--- config.mk ---
export PLATFORM = sky130hd
export DESIGN_NAME = uart_rx
export DESIGN_NICKNAME = d
export VERILOG_FILES = /design/src/rtl/uart_pkg.sv /design/src/rtl/sync_ff.sv /design/src/rtl/uart_rx.sv
export SDC_FILE = /design/constraint.sdc
export NUM_CORES = 1
export LEC_CHECK = 0
export ABC_AREA = 0
export ABC_CLOCK_PERIOD_IN_PS = 5600
export BUFFER_PORTS_ARGS = -buffer_cell sky130_fd_sc_hd__buf_2
export CORE_UTILIZATION = 62
export CTS_CLUSTER_DIAMETER = 30
export CTS_CLUSTER_SIZE = 8
export DETAILED_ROUTE_END_ITERATION = 10
export PLACE_DENSITY = 0.86
export SYNTH_ARGS = -nofsm -noshare
export SYNTH_HDL_FRONTEND = slang
export SYNTH_SLANG_ARGS = --single-unit
--- constraint.sdc ---
create_clock -name clk -period 5.6 [get_ports clk]
set_clock_uncertainty 0.15 [all_clocks]
set_input_delay 0.28 -clock clk [delete_from_list [all_inputs] [get_ports clk]]
set_output_delay 0.28 -clock clk [all_outputs]
set_load 0.1 [all_outputs]
--- src/rtl/uart_pkg.sv ---
// Shared UART types and constants: receiver state encoding, frame width, bit-time helper.
// Pure declarations; no latency or flow control of its own.
package uart_pkg;

    localparam int UART_DATA_BITS       = 8;
    localparam int UART_MIN_BAUD_PERIOD = 6;

    typedef enum logic [1:0] {
        IDLE  = 2'd0,
        START = 2'd1,
        DATA  = 2'd2,
        STOP  = 2'd3
    } uart_rx_state_t;

    // One bit time in clk cycles for a given programmed period code.
    function automatic logic [31:0] uart_bit_time(input logic [31:0] baud_period);
        return baud_period + 32'd2;
    endfunction

endpackage

--- src/rtl/sync_ff.sv ---
// Multi-flop synchronizer for an asynchronous level input, resetting to 1 (idle-high pins).
// Latency SYNC_STAGES cycles; no flow control.
module sync_ff #(
    parameter int SYNC_STAGES = 2
) (
    input  logic clk,
    input  logic rst_n,
    input  logic d,
    output logic q
);

    logic [SYNC_STAGES-1:0] sync_q;
    logic [SYNC_STAGES-1:0] sync_d;

    always_comb begin
        sync_d = {sync_q[SYNC_STAGES-2:0], d};
    end

    always_ff @(posedge clk) begin
        if (!rst_n) begin
            sync_q <= '1;
        end else begin
            sync_q <= sync_d;
        end
    end

    assign q = sync_q[SYNC_STAGES-1];

endmodule

--- src/rtl/uart_rx.sv ---
// 8N1 UART receiver with programmable bit time; pin fall to rdy = SYNC_STAGES + H + 9*T + 1 cycles.
// No backpressure: rdy is sticky until clr_rdy, and a byte landing on an unread one raises overrun.
module uart_rx
    import uart_pkg::*;
#(
    parameter int SYNC_STAGES = 2
) (
    input  logic        clk,
    input  logic        rst_n,
    input  logic [31:0] BAUD_PERIOD,
    input  logic        RX,
    input  logic        clr_rdy,
    output logic [7:0]  rx_data,
    output logic        rdy,
    output logic        framing_err,
    output logic        overrun,
    output logic        busy
);

    localparam int BIT_CNT_W = $clog2(UART_DATA_BITS);

    logic                      rx_s;
    logic                      rx_prev_q,     rx_prev_d;
    uart_rx_state_t            state_q,       state_d;
    logic [31:0]               baud_cnt_q,    baud_cnt_d;
    logic [BIT_CNT_W-1:0]      bit_cnt_q,     bit_cnt_d;
    logic [UART_DATA_BITS-1:0] shift_q,       shift_d;
    logic [UART_DATA_BITS-1:0] rx_data_q,     rx_data_d;
    logic                      rdy_q,         rdy_d;
    logic                      framing_err_q, framing_err_d;
    logic                      overrun_q,     overrun_d;
    logic                      busy_q,        busy_d;

    logic [31:0] bit_time;
    logic [31:0] full_last;
    logic [31:0] half_last;

    sync_ff #(
        .SYNC_STAGES (SYNC_STAGES)
    ) u_rx_sync (
        .clk   (clk),
        .rst_n (rst_n),
        .d     (RX),
        .q     (rx_s)
    );

    assign bit_time  = uart_bit_time(BAUD_PERIOD);
    assign full_last = bit_time - 32'd1;
    assign half_last = (bit_time >> 1) - 32'd1;

    always_comb begin
        state_d       = state_q;
        rx_prev_d     = rx_s;
        baud_cnt_d    = baud_cnt_q + 32'd1;
        bit_cnt_d     = bit_cnt_q;
        shift_d       = shift_q;
        rx_data_d     = rx_data_q;
        rdy_d         = rdy_q;
        framing_err_d = framing_err_q;
        overrun_d     = overrun_q;

        if (clr_rdy) begin
            rdy_d         = 1'b0;
            framing_err_d = 1'b0;
            overrun_d     = 1'b0;
        end

        case (state_q)
            IDLE: begin
                baud_cnt_d = '0;
                if (rx_prev_q && !rx_s) begin
                    state_d = START;
                end
            end
            START: begin
                if (baud_cnt_q == half_last) begin
                    baud_cnt_d = '0;
                    bit_cnt_d  = '0;
                    state_d    = rx_s ? IDLE : DATA;
                end
            end
            DATA: begin
                if (baud_cnt_q == full_last) begin
                    baud_cnt_d = '0;
                    shift_d    = {rx_s, shift_q[UART_DATA_BITS-1:1]};
                    bit_cnt_d  = bit_cnt_q + BIT_CNT_W'(1);
                    if (bit_cnt_q == BIT_CNT_W'(UART_DATA_BITS - 1)) begin
                        state_d = STOP;
                    end
                end
            end
            STOP: begin
                // Leaving at mid-stop-bit re-arms in time for a back-to-back start edge.
                if (baud_cnt_q == full_last) begin
                    baud_cnt_d = '0;
                    state_d    = IDLE;
                    if (rx_s) begin
                        rx_data_d     = shift_q;
                        rdy_d         = 1'b1;
                        framing_err_d = 1'b0;
                        overrun_d     = (overrun_q | rdy_q) & ~clr_rdy;
                    end else begin
                        framing_err_d = 1'b1;
                    end
                end
            end
            default: begin
                state_d    = IDLE;
                baud_cnt_d = '0;
            end
        endcase

        busy_d = (state_d != IDLE);
    end

    always_ff @(posedge clk) begin
        if (!rst_n) begin
            state_q       <= IDLE;
            rx_prev_q     <= 1'b1;
            baud_cnt_q    <= '0;
            bit_cnt_q     <= '0;
            shift_q       <= '0;
            rx_data_q     <= '0;
            rdy_q         <= 1'b0;
            framing_err_q <= 1'b0;
            overrun_q     <= 1'b0;
            busy_q        <= 1'b0;
        end else begin
            state_q       <= state_d;
            rx_prev_q     <= rx_prev_d;
            baud_cnt_q    <= baud_cnt_d;
            bit_cnt_q     <= bit_cnt_d;
            shift_q       <= shift_d;
            rx_data_q     <= rx_data_d;
            rdy_q         <= rdy_d;
            framing_err_q <= framing_err_d;
            overrun_q     <= overrun_d;
            busy_q        <= busy_d;
        end
    end

    assign rx_data     = rx_data_q;
    assign rdy         = rdy_q;
    assign framing_err = framing_err_q;
    assign overrun     = overrun_q;
    assign busy        = busy_q;

endmodule

# After elaboration in Yosys (flattened, before gate mapping)

Index checks and enable logic that the tools add are counted.

Equality and inequality tests: 8
Muxes and demuxes: 25
Reduce and logical (&&, ||, !) cells: 9
$mul: 0
Order comparisons: 0
Divide/modulo/power cells: 0
Bitwise operators: 3
Add/sub/neg operators: 5
Shifts and indexed selects: 0

Operators with widths:

| operator                                            | number |
|---|---|
| case mux 32 bit (3 select lines)                    | 1 |
| equality test 32 bit                                | 2 |
| 2-to-1 mux 32 bit                                   | 2 |
| adder 32 x 1 -> 32 bit, second input constant       | 1 |
| adder 32 x 2 -> 32 bit, second input constant       | 1 |
| subtractor 31 x 1 -> 32 bit, second input constant  | 1 |
| subtractor 32 x 1 -> 32 bit, second input constant  | 1 |
| 2-to-1 mux 1 bit                                    | 12 |
| 2-to-1 mux 2 bit                                    | 6 |
| case mux 2 bit (4 select lines)                     | 1 |
| 2-to-1 mux 3 bit                                    | 2 |
| case mux 3 bit (2 select lines)                     | 1 |
| AND reduction 3 bit                                 | 2 |
| equality test 2 bit, second input constant          | 2 |
| != test 2 bit, second input constant                | 2 |
| nonzero test 2 bit                                  | 2 |
| adder 3 x 1 -> 3 bit, second input constant         | 1 |
| equality test 3 bit, second input constant          | 1 |
| equality test 2 x 1 -> 1 bit, second input constant | 1 |
| zero test 2 bit                                     | 1 |
| AND reduction 2 bit                                 | 1 |
| OR reduction 2 bit                                  | 1 |
| bitwise AND 1 bit                                   | 1 |
| logical AND 1 bit                                   | 1 |
| other kinds (3)                                     | 3 |

Input bits: 36
Output and inout port bits: 12
Memory bits (read-only): 0
Memories kept: 0
Bits in writable memories: 0
Register bits after elaboration: 60
Logic and storage cells: 61
Latch bits: 0

# Longest topological paths before layout

Gate-level depths: netlist of run 1.

Depth after elaboration: 6
Mapped depth: 17
Mapped depth without buffers: 13

# Cells and area by module

Synthesis of run 1 repeated with hierarchy kept, for this count alone.

Cells, all modules: 777
Area, all modules: 6,263.5 um^2

Modules (own cells, without submodules):

| module  | instances | seq. area each (um^2) | area an instance (um^2) | cells an instance |
|---|---|---|---|---|
| uart_rx | 1         | 1,161.1               | 6,211.0                 | 773 |
| sync_ff | 1         | 40.0                  | 52.6                    | 4 |

# Worst setup path after synthesis of run 1

No wires, ideal clock.

Kind: input -> register
Start point: in BAUD_PERIOD[1]
End point: reg busy_q (netlist: busy)
Data required time: 5.392 ns
Path buffers: 2
Setup slack: 1.394 ns
Stages: 14
Arrival time: 3.999 ns
Setup time: 0.058 ns
Path through: ha_1 buf_2 and4_1 buf_4 a21boi_1 or3_1 a2111oi_2 nand4_2 or3_1 a2111o_1 or4_4 or4_1 a41oi_2 a21o_1

Longest elaborated chain between the ends: 6
Elaborated cells between the ends (all ways): 10
Those cells by class: 3 x add/sub; 2 x eq/ne; 4 x mux; 1 x reduce/logical

RTL lines:

| element                                                                           | line                                        | source |
|---|---|---|
| from (decl)                                                                       | uart_rx.sv:10                               | `input logic [31:0] BAUD_PERIOD,` |
| adder 32 x 2 -> 32 bit *                                                          | uart_pkg.sv:17                              | `return baud_period + 32'd2;` |
| subtractor 32 x 1 -> 32 bit / subtractor 31 x 1 -> 32 bit (equally long branches) | uart_rx.sv:48, uart_rx.sv:49                |  |
| equality test 32 bit (on tied branches)                                           | uart_rx.sv:83, uart_rx.sv:94, uart_rx.sv:76 |  |
| 2-to-1 mux 2 bit (on tied branches)                                               | uart_rx.sv:94, uart_rx.sv:76, uart_rx.sv:83 |  |
| case mux 2 bit (4 select lines) *                                                 | uart_rx.sv:68                               | `case (state_q)` |
| nonzero test 2 bit *                                                              | uart_rx.sv:113                              | `busy_d = (state_d != IDLE);` |
| to (signal assigned)                                                              | uart_rx.sv:138                              | `busy_q <= busy_d;` |
| to (decl)                                                                         | uart_rx.sv:32                               | `logic busy_q, busy_d;` |

Mark *: on every way between the ends. The rest lies on a longest branch, timed or not.
A chain may end at the register's enable or synchronous reset.

# Final worst setup path of run 1

Start point: in BAUD_PERIOD[1]
End point: reg bit_cnt_q[1]

Longest elaborated chain between the ends: 5
Elaborated cells between the ends (all ways): 8
Those cells by class: 3 x add/sub; 4 x eq/ne; 1 x reduce/logical

RTL lines:

| element                                                                           | line                         | source |
|---|---|---|
| adder 32 x 2 -> 32 bit *                                                          | uart_pkg.sv:17               |  |
| subtractor 32 x 1 -> 32 bit / subtractor 31 x 1 -> 32 bit (equally long branches) | uart_rx.sv:48, uart_rx.sv:49 |  |
| equality test 32 bit (on tied branches)                                           | uart_rx.sv:83, uart_rx.sv:76 |  |
| != test 2 bit (no line)                                                           | --                           |  |
| AND reduction 3 bit (no line) *                                                   | --                           |  |
| to (signal assigned)                                                              | uart_rx.sv:132               | `bit_cnt_q <= bit_cnt_d;` |
| to (decl)                                                                         | uart_rx.sv:26                | `logic [BIT_CNT_W-1:0] bit_cnt_q, bit_cnt_d;` |

Marked as above.

==> run metrics, run 1 <==
status complete, no violations; Via density 6.47; worst slew pin tran 1.19 ns; final WL between 15 and 20 mm; WS Path Type input port to register; RSZ-0062 raised after global routing no; total CTS buffers 9; Critical-path top delay cell a2111oi_0; vias in the first global route 5634; met2 usage 56.9%; Pre-Repair DR Iteration Count 5; Longest Clk Path Bufs 2; Die H 102 um; synth top area cells dfxtp_1 (19%), xnor2_1 (13%), xor2_1 (6.9%); commonest non-fill, non-tap cells in the layout xnor2_1 (94), nor2_1 (74), nand2_1 (66), dfxtp_1 (60), xor2_1 (49); root buffer cell clkbuf_8; met3 usage 5.88%; final number of setup-violating endpoints 0; Startpoint Class input port; Cell Chain, Critical Path buf_2, ha_1, and4_1, a32oi_1, or3_1, buf_4, nor4_2, xnor2_1, a2111oi_0, nand4_1, nor4_1, nand4_1, buf_4, or4b_1, a21oi_1; I/O Pins between 40 and 50; Hold Violations, Final 0; CTS tree done; YS warnings 0; most used routing layer met2; Hold Crit Class input port to register; clock transition at the registers of the reported paths 0.07 ns; Post-synth EDFFs 0; clock sink count 60; Layout Utilization between 60% and 70%; Overflow after GRT 0; reg2reg path depth 12; hold path depth 3; core area just under 10000 um2; Top FF cell, synth dfxtp_1; Initial Utilization 63.9%; total track usage 33.4%; CP bufs+invs 3; worst skew pair latency 0.34 ns; P_leak 0.00235 uW; Die Wd approximately 100 um; IO Port Bufs between 40 and 50; Antenna Nets Post-Route 0; Layout area overhead 6.40%; Rows 36; Worst Path Arrival 5.08 ns; Max Cap Viol 0; Peak Freq 0.201 GHz; Max FO, Critical Path 19; Final GP Congestion 0.947; Distinct cells, synth 79; setup repair bufs after CTS 0; vias post-DR 6127; DRT iter0 DRCs 348; Avg Cell Area, Syn 7.79 um2; most common cell after layout, fill and taps aside xnor2_1; post-synth top area cell dfxtp_1; Slew Limit Fails 0; Mapped Area 6220 um2; register bit total from synthesis 60; share of cells above drive strength 1 11.9%; met1 Resource Use GR between 40 and 50%; Post-DP HPWL about 13 mm; Area after DPL 6440 um2; DRC Markers 0; first-pass GRT wire length 27.3 mm; Final min period 4.96 ns; worst vdd ir 136 uV; Final Instance Area 6620 um2; Pwr per Cell Area between 100 and 150 nW/um2; worst stage delay on the critical path 0.59 ns; initial antenna violation count 0; endpoint type of the worst setup path register; max_slew headroom 20.0%; stages on the worst setup path 15; Synth Net Count 840; CP top delay family simple AND/OR/NAND/NOR gates; post-synthesis sequential area ratio 19.3%; H-tree depth 3; post-synth top area share 19.3%; nets 851; Inserted Diodes 0; period utilization 88.7%; post-DR wirelength/cell 17.8 um; Final TNS setup 0 ns; largest net degree at the start of global routing 33; Fin Hold WS 0.0886 ns; die area 10400 um2; share of synthesized flip-flops with an asynchronous set or reset 0%; post-synthesis instance total ~800; Power Total 969 uW; worst endpoint required time 5.72 ns
report_power, final:
| part | internal [uW] | total, uW | switching, uW |
|---|---|---|---|
| Sequential | 429 | 430 | 1.70 |
| Combinational | 79.3 | 206 | 127 |
| Clock | 171 | 332 | 161 |
worst reg2reg max path, cell delays in order, from the launching register on:
cell and delay (ns):
dfxtp_1 0.44, xor2_1 0.23, a21oi_1 0.09, or3_1 0.36, a211oi_1 0.26, o2111ai_1 0.25
a2111oi_0 0.59, nand4_1 0.16, nor4_1 0.38, nand4_1 0.15, buf_4 0.22, or4b_1 0.49
a21oi_1 0.15
registers in the layout (all words and copies together), names as in the netlist:
register,flops
baud_cnt_q,32
rx_data,8
shift_q,8
bit_cnt_q,3
state_q,2
u_rx_sync.sync_q,2
busy,1
framing_err,1
overrun,1
rdy,1
rx_prev_q,1
final timing paths:
check                                         start                   to  slack [ns]
worst min-delay path                        clr_rdy          framing_err        0.09
worst max register to register        baud_cnt_q[7]         bit_cnt_q[1]        1.61
worst min register to register  u_rx_sync.sync_q[0]  u_rx_sync.sync_q[1]        0.26
worst max-delay path                 BAUD_PERIOD[1]         bit_cnt_q[1]        0.64
routing by layer:
layer,routed length (um),part of all wire (%)
met5,0,0
met3,948,5.6
met1,6930,41
met4,774,4.6
met2,8160,49
kinds of logic after synthesis:
logic type | Yosys count | share of synthesized area [%]
AOI/OAI and AO/OA | 129 | 15.6
xor gates and xnor gates | 155 | 24.4
adders and majority gates | 6 | 1.21
buffers and inverters | 66 | 4.63
DFF | 60 | 19.3
muxes | 19 | 3.08
and+or+nand+nor | 363 | 31.8
final cells by class:
type | count | area [um2]
multi-input combinational | 672 | 4740
fill | 836 | 3110
sequential | 60 | 1200
timing repair buffer | 55 | 298
tap | 133 | 166
clock buffer | 12 | 145
inverter | 11 | 41.3
clock inverter | 4 | 25.0
cell usage after synthesis, types with 18 or more instances:
cell type   n
nand2_1    66
nor2_1     74
xor2_1     49
mux2i_1    18
nand3_1    42
a21oi_1    18
dfxtp_1    60
nor4_1     22
xnor2_1    94
nand4_1    30
o21ai_0    20
buf_2      20
nor3_1     25
clkbuf_1   26
metrics by stage:
| step | std cells | setup WS (ns) |
|---|---|---|
| global route | 947 | 0.320 |
| floorplan | 798 | 1.39 |
| detailed placement | 930 | 0.386 |
| global placement | 930 | 0.489 |
| CTS | 947 | 0.736 |
| finish | 947 | 0.635 |
what timing repair did:
action                                 4_1_cts  5_1_grt
hold buffers                                 1        0
endpoints found under the hold margin        1        0
resized for setup                            0        0
(Power assumes the default switching activity.)
==> inputs of run 2 (changes only) <==
- SYNTH_HIERARCHICAL: unset -> 1
==> run metrics, run 2 <==
DRT iter0 DRCs 385; Final min period 4.78 ns; Longest Clk Path Bufs 2; max reg flops 32; Worst Path Arrival 4.87 ns; worst stage delay on the critical path approximately 0.54 ns; Post-DP HPWL ~13 mm; endpoint type of the worst setup path register; Power Total about 1000 uW; Peak Freq about 0.21 GHz; worst skew pair latency 0.35 ns; total track usage roughly a third; P_leak 0.00224 uW; Pwr per Cell Area between 150 and 200 nW/um2; Layout Utilization 67.7%; Die Wd roughly 100 um; final number of setup-violating endpoints 0; register bit total from synthesis 60; Top reg by flops baud_cnt_q; largest net degree at the start of global routing 42; total CTS buffers 9; initial antenna violation count 0; first-pass GRT wire length 26.0 mm; Fillers 843; WS Path Type input port to register; worst slew pin tran 1.13 ns; reg2reg setup slack 2.01 ns; Avg Cell Area, Syn 8.06 um2; post-synthesis instance total roughly 780; post-synthesis sequential area ratio 19.2%; Final TNS setup 0 ns; Initial Utilization 64.1%; top post-synthesis cells by count xnor2_1 (86), dfxtp_1 (60), xor2_1 (58); die area 10500 um2; share of cells above drive strength 1 16.9%; Final Non-Filler Cells 924; CTS tree done; max_slew headroom a little under a quarter; YS warnings 6; Critical-path top delay cell nor4_4; IO Port Bufs 47; Hold Violations, Final 0; final WL 16.3 mm; Placed Cells 907; most frequent cell after synthesis xnor2_1; synth top area cells dfxtp_1 (19%), xnor2_1 (12%), xor2_1 (8.1%); most common cell after layout, fill and taps aside xnor2_1; post-DR wirelength/cell 17.6 um; worst endpoint required time ~5.7 ns; Area after DPL 6400 um2; Max FO, Critical Path 32; CTS resizes 0; Post-synth EDFFs 0; Top FF cell, synth dfxtp_1; worst vdd ir 120 uV; Startpoint Class input port; Pre-Repair DR Iteration Count 5; vias post-DR between 5000 and 6000; status complete, no violations; Mapped Area 6260 um2; clock sink count 60; Final GP Congestion ~0.95; commonest non-fill, non-tap cells in the layout xnor2_1 (86), dfxtp_1 (60), xor2_1 (58), nand2_1 (55), nand3_1 (55); post-synth top area share 19.2%; Slew Limit Fails 0; Synth Net Count between 800 and 900; CP bufs+invs 2; Hold Crit Class input port to register; core area around 9800 um2; I/O Pins 48; Distinct cells, synth a little under 80; clock transition at the registers of the reported paths around 0.07 ns; H-tree depth 3; Rows 36; Inserted Diodes 0; CP top delay family simple AND/OR/NAND/NOR gates; Via density 6.42; RSZ-0062 raised after global routing no; cell mode on critical path xnor2_1; Layout area overhead 5.67%; Max Cap Viol 0; Final Instance Area 6620 um2; vias in the first global route approximately 5500; post-synth top area cell dfxtp_1; period utilization 85.4%; Antenna Nets Post-Route 0; DRC Markers 0; Cell Chain, Critical Path buf_2, ha_1, nand4_1, nor4_2, xnor2_1, nand4_4, nor4_4, xnor2_1, a2111oi_2, o2111ai_1, a2111oi_4, a211oi_2, o21ai_4, buf_12, nor2_2; share of synthesized flip-flops with an asynchronous set or reset 0%; nets 828; root buffer cell clkbuf_8; Overflow after GRT 0; Die H 103 um
-- run 2: power by group --
part	internal, uW	switching, uW	total, uW	leakage (uW)
logic	72.4	127	199	0.00166
registers	428	2.20	431	0.000484
clock network	229	178	408	0.0000938
-- run 2: worst register-to-register path, delay by kind of cell (launching register included) --
family,cells,cell delay (ns)
flops,1,0.51
compound gates,3,0.72
xor+xnor,1,0.48
simple gates,6,1.58
-- run 2: logic make-up (layout without fill, tap and decap cells) --
family | count (synthesis) | in the layout | share of synthesized area, %
AO/OA/AOI/OAI | 117 | 117 | 15.0
multiplexers | 12 | 12 | 1.92
AND/OR/NAND/NOR | 370 | 370 | 35.0
flip-flops | 60 | 60 | 19.2
buffers and inverters | 61 | 75 | 5.31
adder cells (fa/ha/maj) | 6 | 6 | 1.20
XOR/XNOR | 151 | 151 | 22.5
-- run 2: path summary, 6_finish.rpt --
path	cells past startpoint	start	end
setup reg to reg	10	baud_cnt_q[12]	bit_cnt_q[0]
hold / removal	3	clr_rdy	overrun
setup / recovery	15	BAUD_PERIOD[1]	baud_cnt_q[16]
hold reg to reg	1	u_rx_sync/sync_q[0]	u_rx_sync/sync_q[1]
-- run 2: cell type report --
class | count | area (um2) | area share [%]
repair buffers | 51 | 280 | 4.23
clock buffers | 11 | 151 | 2.29
flip-flops and latches | 60 | 1200 | 18.1
well taps | 133 | 166 | 2.51
inverters | 8 | 30.0 | 0.454
clock inverters | 5 | 60.1 | 0.907
multi-input cells | 656 | 4730 | 71.5
-- run 2: repair_timing --
| item | CTS | global route |
|---|---|---|
| hold buffers | 1 | 0 |
| endpoints found under the hold margin | 1 | 0 |
| setup buffers | 0 | 0 |
-- run 2: per-stage QoR --
stage / setup WS [ns] / hold slack [ns]
floorplan: 1.78 / 0.203
global placement: 0.782 / 0.243
detailed placement: 0.555 / 0.246
CTS: 0.928 / 0.0775
global route: 0.455 / 0.105
finish: 0.815 / 0.0815
-- run 2: metal layers --
metal | wire (um) | vias up | GRT usage, %
met5 | 0 | - | 0
met4 | 478 | 0 | 11.1
met3 | 1070 | 56 | 6.71
met2 | 7910 | 237 | 55.3
met1 | 6810 | 2802 | 38.4
li1 | - | 2840 | -
==> inputs of run 3 (changes only) <==
- ABC_AREA: 0 -> 1
- CORE_UTILIZATION: 62 -> 63
- PLACE_DENSITY: 0.86 -> 0.87
==> run metrics, run 3 <==
status complete, no violations; die area 11100 um2; max reg flops 32; Die Wd 105 um; most common cell after layout, fill and taps aside nand2_1; Slew Limit Fails 0; root buffer cell clkbuf_8; total track usage 37.9%; synth top area cells nand2_1 (25%), dfxtp_1 (18%), nor2_1 (11%); DRT iter0 DRCs 923; final WL between 20 and 25 mm; CTS tree done; vias post-DR 7720; WL met2 roughly 9.0 mm; worst vdd ir 230 uV; Post-DP HPWL about 17 mm; Overflow after GRT 0; period utilization 67.7%; total CTS buffers 9; endpoint type of the worst setup path register; worst stage delay on the critical path 0.43 ns; Startpoint Class input port; Top FF cell, synth dfxtp_1; RSZ-0062 raised after global routing no; initial antenna violation count 0; Inserted Diodes 0; register bit total from synthesis 60; Pwr per Cell Area 150 nW/um2; Synth Net Count 1276; Mapped Area 6740 um2; Hold Violations, Final 0; Distinct cells, synth 39; post-synthesis sequential area ratio 17.8%; largest net degree at the start of global routing 33; WL met3 1.51 mm; # hold bufs at CTS 1; M1 wire length 8.73 mm; Hold Crit Class input port to register; commonest non-fill, non-tap cells in the layout nand2_1 (442), nor2_1 (204), inv_1 (152), nand3_1 (103), dfxtp_1 (60); Antenna Nets Post-Route 0; DRC Markers 0; Max FO, Critical Path 32; Area after DPL 7070 um2; core area 10400 um2; WS Path Type input port to register; Final TNS setup 0 ns; Final min period 3.79 ns; vias in the first global route 7077; nets 1323; setup repair bufs after CTS 0; worst endpoint required time between 5 and 6 ns; YS warnings 6; Final GP Congestion 1.00; worst slew pin tran 0.565 ns; top post-synthesis cells by count nand2_1 (442), nor2_1 (204), inv_1 (152); share of cells above drive strength 1 11.9%; Max Cap Viol 0; clock transition at the registers of the reported paths around 0.07 ns; clock sink count 60; Rows 37; max_slew headroom 62.2%; Via density 5.43; Peak Freq 0.264 GHz; cell mode on critical path nand2_1; worst skew pair latency about 0.33 ns; Initial Utilization 65.0%; post-DR wirelength/cell 14.2 um; Critical-path top delay cell nand2_2; IO Port Bufs 47; CTS resizes 0; Fin Hold WS 0.0695 ns; first-pass GRT wire length roughly 33 mm; Avg Cell Area, Syn between 5 and 6 um2; Pre-Repair DR Iteration Count 5; Top reg by flops baud_cnt_q; post-synth top area cell nand2_1; H-tree depth 3; I/O Pins 48; most frequent cell after synthesis nand2_1; Final Instance Area around 7300 um2; Cell Chain, Critical Path buf_2, ha_1, nand3_2, nand2_1, nand2_1, nor2_1, nand2_1, nor2_2, nand3_1, nor2_1, nand2_1, nand2_1, nand2_1, nand2_1, nand2_1, nor2_1, nand2_1, nor2_1, inv_1, o21ai_1, nand2_1, nand2_2, nor2_1; highest routed layer met4; Layout Utilization 70.5%; Die H roughly 110 um; final number of setup-violating endpoints 0; Longest Clk Path Bufs 2; post-synthesis instance total 1234; Post-synth EDFFs 0; Layout area overhead 8.50%; P_leak 0.00358 uW; setup ws final ~1.8 ns; share of synthesized flip-flops with an asynchronous set or reset 0%; post-synth top area share 24.6%; pre-CTS setup slack 1.56 ns; Worst Path Arrival 3.84 ns; Fillers ~1000
[run 3: stage by stage]
step	std cells	power, uW
2_1_floorplan	1234	590
3_3_place_gp	1405	646
3_5_place_dp	1405	648
4_1_cts	1422	1090
5_1_grt	1422	1140
6_report	1422	1090
[run 3: per-layer routing]
metal | vias up | global-route usage, %
li1 | 3930 | -
met5 | - | 0
met2 | 341 | 63.6
met3 | 64 | 3.96
met1 | 3385 | 47.9
met4 | 0 | 19.9
[run 3: worst paths after layout]
check	slack, ns	from	depth (start not counted)	end
max	1.81	BAUD_PERIOD[1]	23	baud_cnt_q[6]
min	0.07	clr_rdy	4	overrun
max reg2reg	2.68	baud_cnt_q[0]	14	baud_cnt_q[30]
min reg2reg	0.26	u_rx_sync/sync_q[0]	2	u_rx_sync/sync_q[1]
[run 3: final cells by class]
type	instances	area, um2	share of cell area [%]
clock buffers	12	165	2.26
clock inverters	4	70.1	0.958
inverters	162	608	8.31
well taps	136	170	2.33
flip-flops and latches	60	1200	16.4
multi-input cells	1000	4850	66.4
repair buffers	48	245	3.35
[run 3: logic make-up after synthesis]
kind of cell | count (synthesis) | share of synthesized area, %
buffers and inverters | 174 | 10.2
xor gates and xnor gates | 58 | 7.54
DFF | 60 | 17.8
AOI/OAI and AO/OA | 53 | 4.46
and+or+nand+nor | 883 | 58.9
adders and majority gates | 6 | 1.11
[run 3: power breakdown]
| part | internal, uW | total (uW) | switching, uW |
|---|---|---|---|
| clock network | 285 | 448 | 163 |
| registers | 428 | 429 | 1.05 |
| logic | 62.5 | 216 | 153 |
[run 3: critical path: cells and delay by family]
kind	cells	cell delay, ns
buffers and inverters	2	0.31
AND/OR/NAND/NOR	19	2.77
adder cells (fa/ha/maj)	1	0.32
AO/OA/AOI/OAI	1	0.13
